**src/rtl/warmboot_pkg.sv**
```systemverilog
// warmboot_pkg: shared types for the warm-boot sequencer.
package warmboot_pkg;
  localparam int IMG_W = 2;
  typedef logic [IMG_W-1:0] img_t;
  typedef enum logic [1:0] {IDLE, SETUP, ARMED, DONE} state_t;
endpackage

```
**src/rtl/warmboot_ctrl_debounce.sv**
```systemverilog
// debounce: 2-flop synchronizer, saturating stability counter and rising-edge pulse.
module debounce #(
  parameter int LOG2 = 16
) (
  input  logic clk,
  input  logic rst,
  input  logic in_raw,
  output logic level,
  output logic rise
);
  logic [1:0] sync;
  logic [LOG2-1:0] cnt;
  logic diff, sat;
  assign diff = sync[1] ^ level;
  assign sat = &cnt;
  always_ff @(posedge clk or posedge rst) begin
    if (rst) begin
      sync <= '0;
      cnt <= '0;
      level <= 1'b0;
      rise <= 1'b0;
    end else begin
      sync <= {sync[0], in_raw};
      cnt <= diff && !sat ? cnt + 1'b1 : '0;
      level <= level ^ (diff && sat);
      rise <= diff && sat && !level;
    end
  end
endmodule

```
**src/rtl/warmboot_ctrl.sv**
```systemverilog
// warmboot_ctrl: sequences image select then BOOT for the SB_WARMBOOT primitive.
module warmboot_ctrl
  import warmboot_pkg::*;
#(
  parameter int   DEBOUNCE_LOG2 = 16,
  parameter int   SETUP_CYCLES  = 16,
  parameter img_t DEFAULT_IMAGE = 2'd0
) (
  input  logic clk,
  input  logic rst,
  input  logic btn_next,
  input  logic btn_boot,
  input  logic req,
  input  img_t req_image,
  output logic busy,
  output img_t image,
  output logic wb_boot,
  output logic wb_s1,
  output logic wb_s0
);
  state_t state, state_n;
  img_t image_n;
  logic [7:0] cnt;
  logic ev_next, ev_boot, lvl_next, lvl_boot, idle, go;
  debounce #(.LOG2(DEBOUNCE_LOG2)) u_next (
    .clk(clk), .rst(rst), .in_raw(btn_next), .level(lvl_next), .rise(ev_next)
  );
  debounce #(.LOG2(DEBOUNCE_LOG2)) u_boot (
    .clk(clk), .rst(rst), .in_raw(btn_boot), .level(lvl_boot), .rise(ev_boot)
  );
  assign idle = state == IDLE;
  assign go = idle && (req || ev_boot);
  assign busy = !idle;
  assign {wb_s1, wb_s0} = image;
  always_comb begin
    image_n = !idle ? image : req ? req_image : (!ev_boot && ev_next) ? image + 1'b1 : image;
    state_n = go ? SETUP
            : state == SETUP ? (cnt == 8'd0 ? ARMED : SETUP)
            : state == ARMED ? DONE
            : state;
  end
  // wb_boot registered from the next state so it rises exactly as ARMED is entered
  always_ff @(posedge clk or posedge rst) begin
    if (rst) begin
      state <= IDLE;
      image <= DEFAULT_IMAGE;
      cnt <= '0;
      wb_boot <= 1'b0;
    end else begin
      state <= state_n;
      image <= image_n;
      cnt <= go ? 8'(SETUP_CYCLES - 1) : state == SETUP ? cnt - 8'd1 : cnt;
      wb_boot <= state_n == ARMED || state_n == DONE;
    end
  end
endmodule

```
**config.mk**
```make
export PLATFORM = sky130hd
export DESIGN_NAME = warmboot_ctrl
export DESIGN_NICKNAME = d
export VERILOG_FILES = /design/src/rtl/warmboot_pkg.sv /design/src/rtl/warmboot_ctrl_debounce.sv /design/src/rtl/warmboot_ctrl.sv
export SDC_FILE = /design/constraint.sdc
export NUM_CORES = 1
export LEC_CHECK = 0
export CAP_MARGIN = 20
export CORE_MARGIN = 8
export CORE_UTILIZATION = 36
export CTS_BUF_LIST = sky130_fd_sc_hd__clkbuf_4 sky130_fd_sc_hd__clkbuf_8 sky130_fd_sc_hd__clkbuf_16
export DETAILED_ROUTE_END_ITERATION = 8
export GPL_TIMING_DRIVEN = 0
export SLEW_MARGIN = 20
export SYNTH_ARGS = -nofsm -noshare
export SYNTH_HDL_FRONTEND = slang
export SYNTH_SLANG_ARGS = --single-unit
```
**constraint.sdc**
```tcl
create_clock -name clk -period 1.6 [get_ports clk]
set_input_delay 0.24 -clock clk [delete_from_list [all_inputs] [get_ports clk]]
set_output_delay 0.24 -clock clk [all_outputs]
set_load 0.01 [all_outputs]
```
==> impl_metrics.tcl, run 1 <==
set metrics [dict create \
    status "finished, final reports clean" \
    synth_cell_type_count 39 \
    fin_skew_ps 9.22 \
    cts.path.max_buffers 2 \
    final_util 0.455 \
    rsz0062_at_grt "yes" \
    syn_inst 231 \
    vdd.ir_drop.worst_v 0.000376 \
    crit_cells 7 \
    setup_viol_count_final 0 \
    syn_area_um2 2430 \
    die_w_um 98.2 \
    worstPathCellList "ha_4, nand3_4, nor4_4, or2_1, buf_6, clkbuf_16, nor2_1" \
    grt_pass1_vias 1670 \
    drive_above_1_share 0.207 \
    ys_top_cells_by_area "dfrtp_1 55%, xnor2_1 9.0%, nor2_1 6.3%" \
    synth_warnings 0 \
    grt_max_degree 54 \
    die_height_um 98.2 \
    slew_headroom 0.571 \
    cap_viol_max_count 0 \
    yosysTopAreaCellShare 0.546 \
    crit_path_end_kind "flip-flop" \
    layout_common_cells "50 x dfrtp_1, 37 x nor2_1, 25 x xnor2_1" \
    overflow 0 \
    routed_wl_mm 4.48 \
    worst_hold_path.num_cells 0 \
    rows 30 \
    place_congestion 0.697 \
    htreeDepth 2 \
    syn-num-nets 241 \
    arrival_ps 1730 \
    clock-sinks 53 \
    crit_type "reg -> reg" \
    cp-start-kind "flip-flop" \
    max_freq_mhz 652 \
    tightest_slew_ps 644 \
    areaGrowthSynthToFinish_pct 25.0 \
    num_antenna_cells 0 \
    fin_crit_sh 0.959 \
    critPathMaxFanout 6 \
    cts_made_buffers 5 \
    ff2ff_setup_slack_ps 70 \
    finalHoldViolations 0 \
    power_density_nw_per_um2 1110 \
    critPathMaxStageDelay_ps 420 \
    slowest_stage "dfrtp_1" \
    p_leak_nw 1.29 \
    synth_area_leader_cell "dfrtp_1" \
    clk_pin_slew_ps 90 \
    r2r_cells 7 \
    firstDrtPassIters 4 \
    hold_buffers 0 \
    worst_slack_ps 66.2 \
    initial_core_util 0.364 \
    wl_per_cell_um 12.8 \
    ant_nets 0 \
    hpwl_mm 2.76 \
    port_buffers 12 \
    core_area_um2 6680 \
    crit_buf_inv 2 \
    synth.yosys.seq_area_share 0.546 \
    required_ps 1800 \
    setup_tns_ps 0 \
    fillCellCount 632 \
    via_per_inst 4.97 \
    ys_ff_latch 53 \
    layout_commonest_cell "dfrtp_1" \
    syn_avg_cell_area_um2 10.5 \
    drt_iter0_markers 57 \
    antenna_found_initial 0 \
    die_area_um2 9640 \
    ios 13 \
    drv_slew 0 \
    cts_root_buffer "clkbuf_8" \
    clkLatencyLatePin_ps 310 \
    preCtsSetupSlack_ps -263 \
    crit_family "simple AND/OR/NAND/NOR gates" \
    grt_pass1_wl_mm 7.69 \
    drc 0 \
    tritoncts "yes" \
    nets 280 \
    post-route-min-period_ps 1530 \
    grt_use_total 0.0956 \
    min_path_type "reg -> reg" \
    vias 1743 \
]
==> Yosys cell counts <==
cell type,instances
mux2_2,2
and2b_1,1
and4_1,1
o21ai_0,3
nor3b_1,1
and3_1,1
nand4_1,7
a41o_1,2
xor2_1,6
nor4_2,1
inv_1,10
buf_4,3
nor2b_1,1
nand2_1,13
or2_1,1
a31o_2,1
dfrtp_1,53
ha_1,3
nand4_2,1
o41ai_1,2
a21oi_1,3
nand4_4,1
nor2_1,41
o21ai_1,2
mux2i_1,1
buf_6,1
buf_8,1
and3b_2,1
o211ai_1,2
nor3_1,8
a32oi_1,1
nand2b_1,1
o31ai_1,1
nor4_1,11
o311ai_0,1
or4b_2,1
buf_2,1
nand3_1,15
xnor2_1,25
==> registers in the layout, indices dropped and copies added, names as in the netlist, named ones only <==
register / count
state: 2
u_boot.rise: 1
u_boot.cnt: 16
image: 2
u_next.sync: 2
u_boot.sync: 2
wb_boot: 1
cnt: 8
u_next.rise: 1
u_next.cnt: 16
==> cell type report <==
type / count / area (um^2) / share of cell area
multi-input cells: 162 / 1090 / 0.359
repair buffers: 32 / 288 / 0.0947
inverters: 10 / 40.0 / 0.0132
flip-flops and latches: 53 / 1330 / 0.438
plain buffers: 6 / 56.3 / 0.0185
clock buffers: 5 / 68.8 / 0.0227
well taps: 80 / 100 / 0.0329
clock inverters: 3 / 65.1 / 0.0214
==> power by group <==
group          switching (W)  total [W]  leakage [nW]  internal (W)
registers           0.000165    0.00166         0.691       0.00150
clock network       0.000434    0.00105        0.0681      0.000621
logic               0.000314   0.000651         0.534      0.000337
==> cells by family (layout without fill, tap and decap cells) <==
group,after synthesis,count (layout),synth area share
muxes,3,3,0.0134
buffers and inverters,16,56,0.0376
and+or+nand+nor,107,107,0.224
AOI/OAI and AO/OA,18,18,0.0520
adders and majority gates,3,3,0.0154
DFF,53,53,0.546
xor gates and xnor gates,31,31,0.112
==> what timing repair did <==
action                                  in CTS  in global routing
pin swaps                                    1                  7
setup buffers                                4                 15
gates resized for setup                     12                 11
gates cloned                                 0                  1
endpoints found under the setup margin      31                 23
==> routing by layer <==
layer | GRT usage | share of wire
met1 | 0.128 | 0.51
met2 | 0.145 | 0.44
met3 | 0.0228 | 0.032
met4 | 0.0390 | 0.018
met5 | 0 | 0
==> through the flow <==
step / power, W / instance area, um^2 / cells / hold WS [ps]
6_report: 0.00337 / 3040 / 351 / 359
5_1_grt: 0.00357 / 3040 / 351 / 376
4_1_cts: 0.00338 / 2860 / 335 / 360
2_1_floorplan: 0.00205 / 2430 / 231 / 271
3_5_place_dp: 0.00225 / 2650 / 323 / 339
3_3_place_gp: 0.00223 / 2650 / 323 / 335
==> worst paths after layout <==
| path | startpoint | end |
|---|---|---|
| setup / recovery | u_next.cnt[1]$_DFF_PP0_ | u_next.cnt[1]$_DFF_PP0_ |
| hold / removal | u_next.sync[0]$_DFF_PP0_ | u_next.sync[1]$_DFF_PP0_ |
| setup reg to reg | u_next.cnt[1]$_DFF_PP0_ | u_next.cnt[1]$_DFF_PP0_ |
| hold reg to reg | u_next.sync[0]$_DFF_PP0_ | u_next.sync[1]$_DFF_PP0_ |
| max in group asynchronous | rst | u_boot.cnt[3]$_DFF_PP0_ |
| min in group asynchronous | rst | cnt[2]$_DFFE_PP0P_ |
(Power assumes the default switching activity.)
==> run 2, diff against run 1 <==
==> constraint.sdc (replaced) <==
create_clock -name clk -period 1.25 [get_ports clk]
set_input_delay 0.1875 -clock clk [delete_from_list [all_inputs] [get_ports clk]]
set_output_delay 0.1875 -clock clk [all_outputs]
set_load 0.01 [all_outputs]
==> run 2 against run 1 <==
Effect of this change:
- the flow now finishes with violations (setup timing)
- clock skew is 1.0 ps higher
- global-route usage is 1.4 points higher
- routed wire length is 25% higher
- sequential share of layout area is 7.1 points lower
- critical path type unchanged
- highest routed layer unchanged
==> impl_metrics.tcl, run 2 (synthesized netlist as in run 1, its figures left out) <==
set metrics [dict create \
    finalHoldViolations 0 \
    via_per_inst 5.05 \
    max_freq_mhz 650 \
    initial_core_util 0.364 \
    violations "setup timing" \
    cts_made_buffers 5 \
    slew_headroom 0.643 \
    vdd.ir_drop.worst_v 0.000634 \
    rows 30 \
    ant_nets 0 \
    grt_pass1_wl_mm 8.83 \
    worst_slack_ps -289 \
    grt_max_degree 31 \
    tightest_slew_ps 534 \
    largestRegisters "u_boot.cnt: 16 flops, u_next.cnt: 16 flops, cnt: 8 flops" \
    arrival_ps 1730 \
    rsz0062_at_grt "yes" \
    grt_pass1_vias 1869 \
    min_path_type "in -> async" \
    routed_wl_mm 5.58 \
    overflow 0 \
    drv_slew 0 \
    cts_root_buffer "clkbuf_8" \
    cap_viol_max_count 0 \
    num_antenna_cells 0 \
    die_area_um2 9640 \
    fin_skew_ps 10.3 \
    r2r_cells 6 \
    tritoncts "yes" \
    p_leak_nw 1.51 \
    port_buffers 12 \
    fin_crit_sh 1.23 \
    firstDrtPassIters 4 \
    crit_type "reg -> reg" \
    required_ps 1440 \
    die_w_um 98.2 \
    antenna_found_initial 0 \
    drc 0 \
    multiInputGateArea_um2 1450 \
    status "finished, violations left" \
    die_height_um 98.2 \
    cts.path.max_buffers 2 \
    vias 1923 \
    post-route-min-period_ps 1540 \
    grt_use_total 0.109 \
    layout.cells.non_filler 381 \
    drt_iter0_markers 62 \
    clk_pin_slew_ps 90 \
    htreeDepth 2 \
    fillCellCount 570 \
    core_area_um2 6680 \
    areaGrowthSynthToFinish_pct 50.3 \
    wl_per_cell_um 14.6 \
    regArea_um2 1340 \
    hpwl_mm 2.90 \
    place_congestion 0.711 \
    layout_commonest_cell "dfrtp_1" \
    nets 310 \
    ios 13 \
    setup_viol_count_final 44 \
    critPathMaxFanout 6 \
    crit_path_end_kind "flip-flop" \
    drive_above_1_share 0.492 \
    layout_common_cells "43 x dfrtp_1, 42 x buf_4, 22 x xnor2_1" \
    clkLatencyLatePin_ps 300 \
    power_density_nw_per_um2 1290 \
    finalPower_w 0.00470 \
    dp_cells 324 \
    cp-start-kind "flip-flop" \
    clock-sinks 53 \
]
run 2: cell types whose count changed in the layout (fill, tap and decap cells not counted), moves of 4 or more:
cell / delta
nor2_2: +16
dfrtp_2: +7
buf_4: +20
nor3_2: +4
dfrtp_1: -7
nor2_1: -20
nor3_1: -5
nor4_2: +5
nand3_2: +4
nor4_1: -8
buf_6: +12
nand3_1: -5
nor2_4: +4
run 2: metrics by stage:
stage / hold WS (ps) / setup slack [ps] / area, um^2 / util / setup TNS, ps
3_5_place_dp: 340 / -410 / 2760 / 0.413 / -10430
5_1_grt: 301 / -382 / 3650 / 0.547 / -8930
3_3_place_gp: 337 / -426 / 2740 / 0.410 / -24500
2_1_floorplan: 219 / -175 / 2520 / - / -2170
6_report: 279 / -289 / 3650 / 0.547 / -6810
4_1_cts: 285 / -228 / 3330 / 0.499 / -5140
run 2: power breakdown:
group,total [W],internal [W],switching [W],leakage [nW]
Combinational,0.00127,0.000727,0.000542,0.764
Sequential,0.00222,0.00192,0.000300,0.682
Clock,0.00122,0.000675,0.000542,0.0619
run 2: worst paths after layout:
kind,startpoint,to,slack [ps]
max,u_next.cnt[11]$_DFF_PP0_,u_next.cnt[6]$_DFF_PP0_,-290
min,rst,asynchronous set/reset pin,280
max reg2reg,u_next.cnt[11]$_DFF_PP0_,u_next.cnt[6]$_DFF_PP0_,-290
min reg2reg,u_next.sync[0]$_DFF_PP0_,u_next.sync[1]$_DFF_PP0_,360
max in group asynchronous,rst,u_next.cnt[7]$_DFF_PP0_,450
min in group clk,btn_next,u_next.sync[0]$_DFF_PP0_,320
run 2: cell type report:
cell class                      count  area share
Tap cell                           80      0.0274
Buffer                              6      0.0164
Clock inverter                      1     0.00822
Clock buffer                        7      0.0246
Sequential cell                    53       0.366
Timing Repair Buffer               61       0.150
Inverter                           10      0.0113
Multi-Input combinational cell    163       0.396
run 2: what timing repair did:
action,CTS,global route
hold buffers,0,0
resized for setup,62,46
cloned,1,2
setup endpoints to repair,51,50
pin swaps,24,14
setup buffers,36,13
run 2: metal layers:
metal	global-route usage	wire (um)	up-vias
li1	-	-	944
met1	0.146	2630	941
met2	0.167	2680	33
met3	0.0292	197	5
met4	0.0354	63	0
met5	0	0	-
run 2: worst max-delay path: stages (launching register included):
cell and delay (ps):
dfrtp_1 410, nand4_1 210, nor4_4 350, or2_1 160, buf_6 130, clkbuf_16 140, nor2_2 30
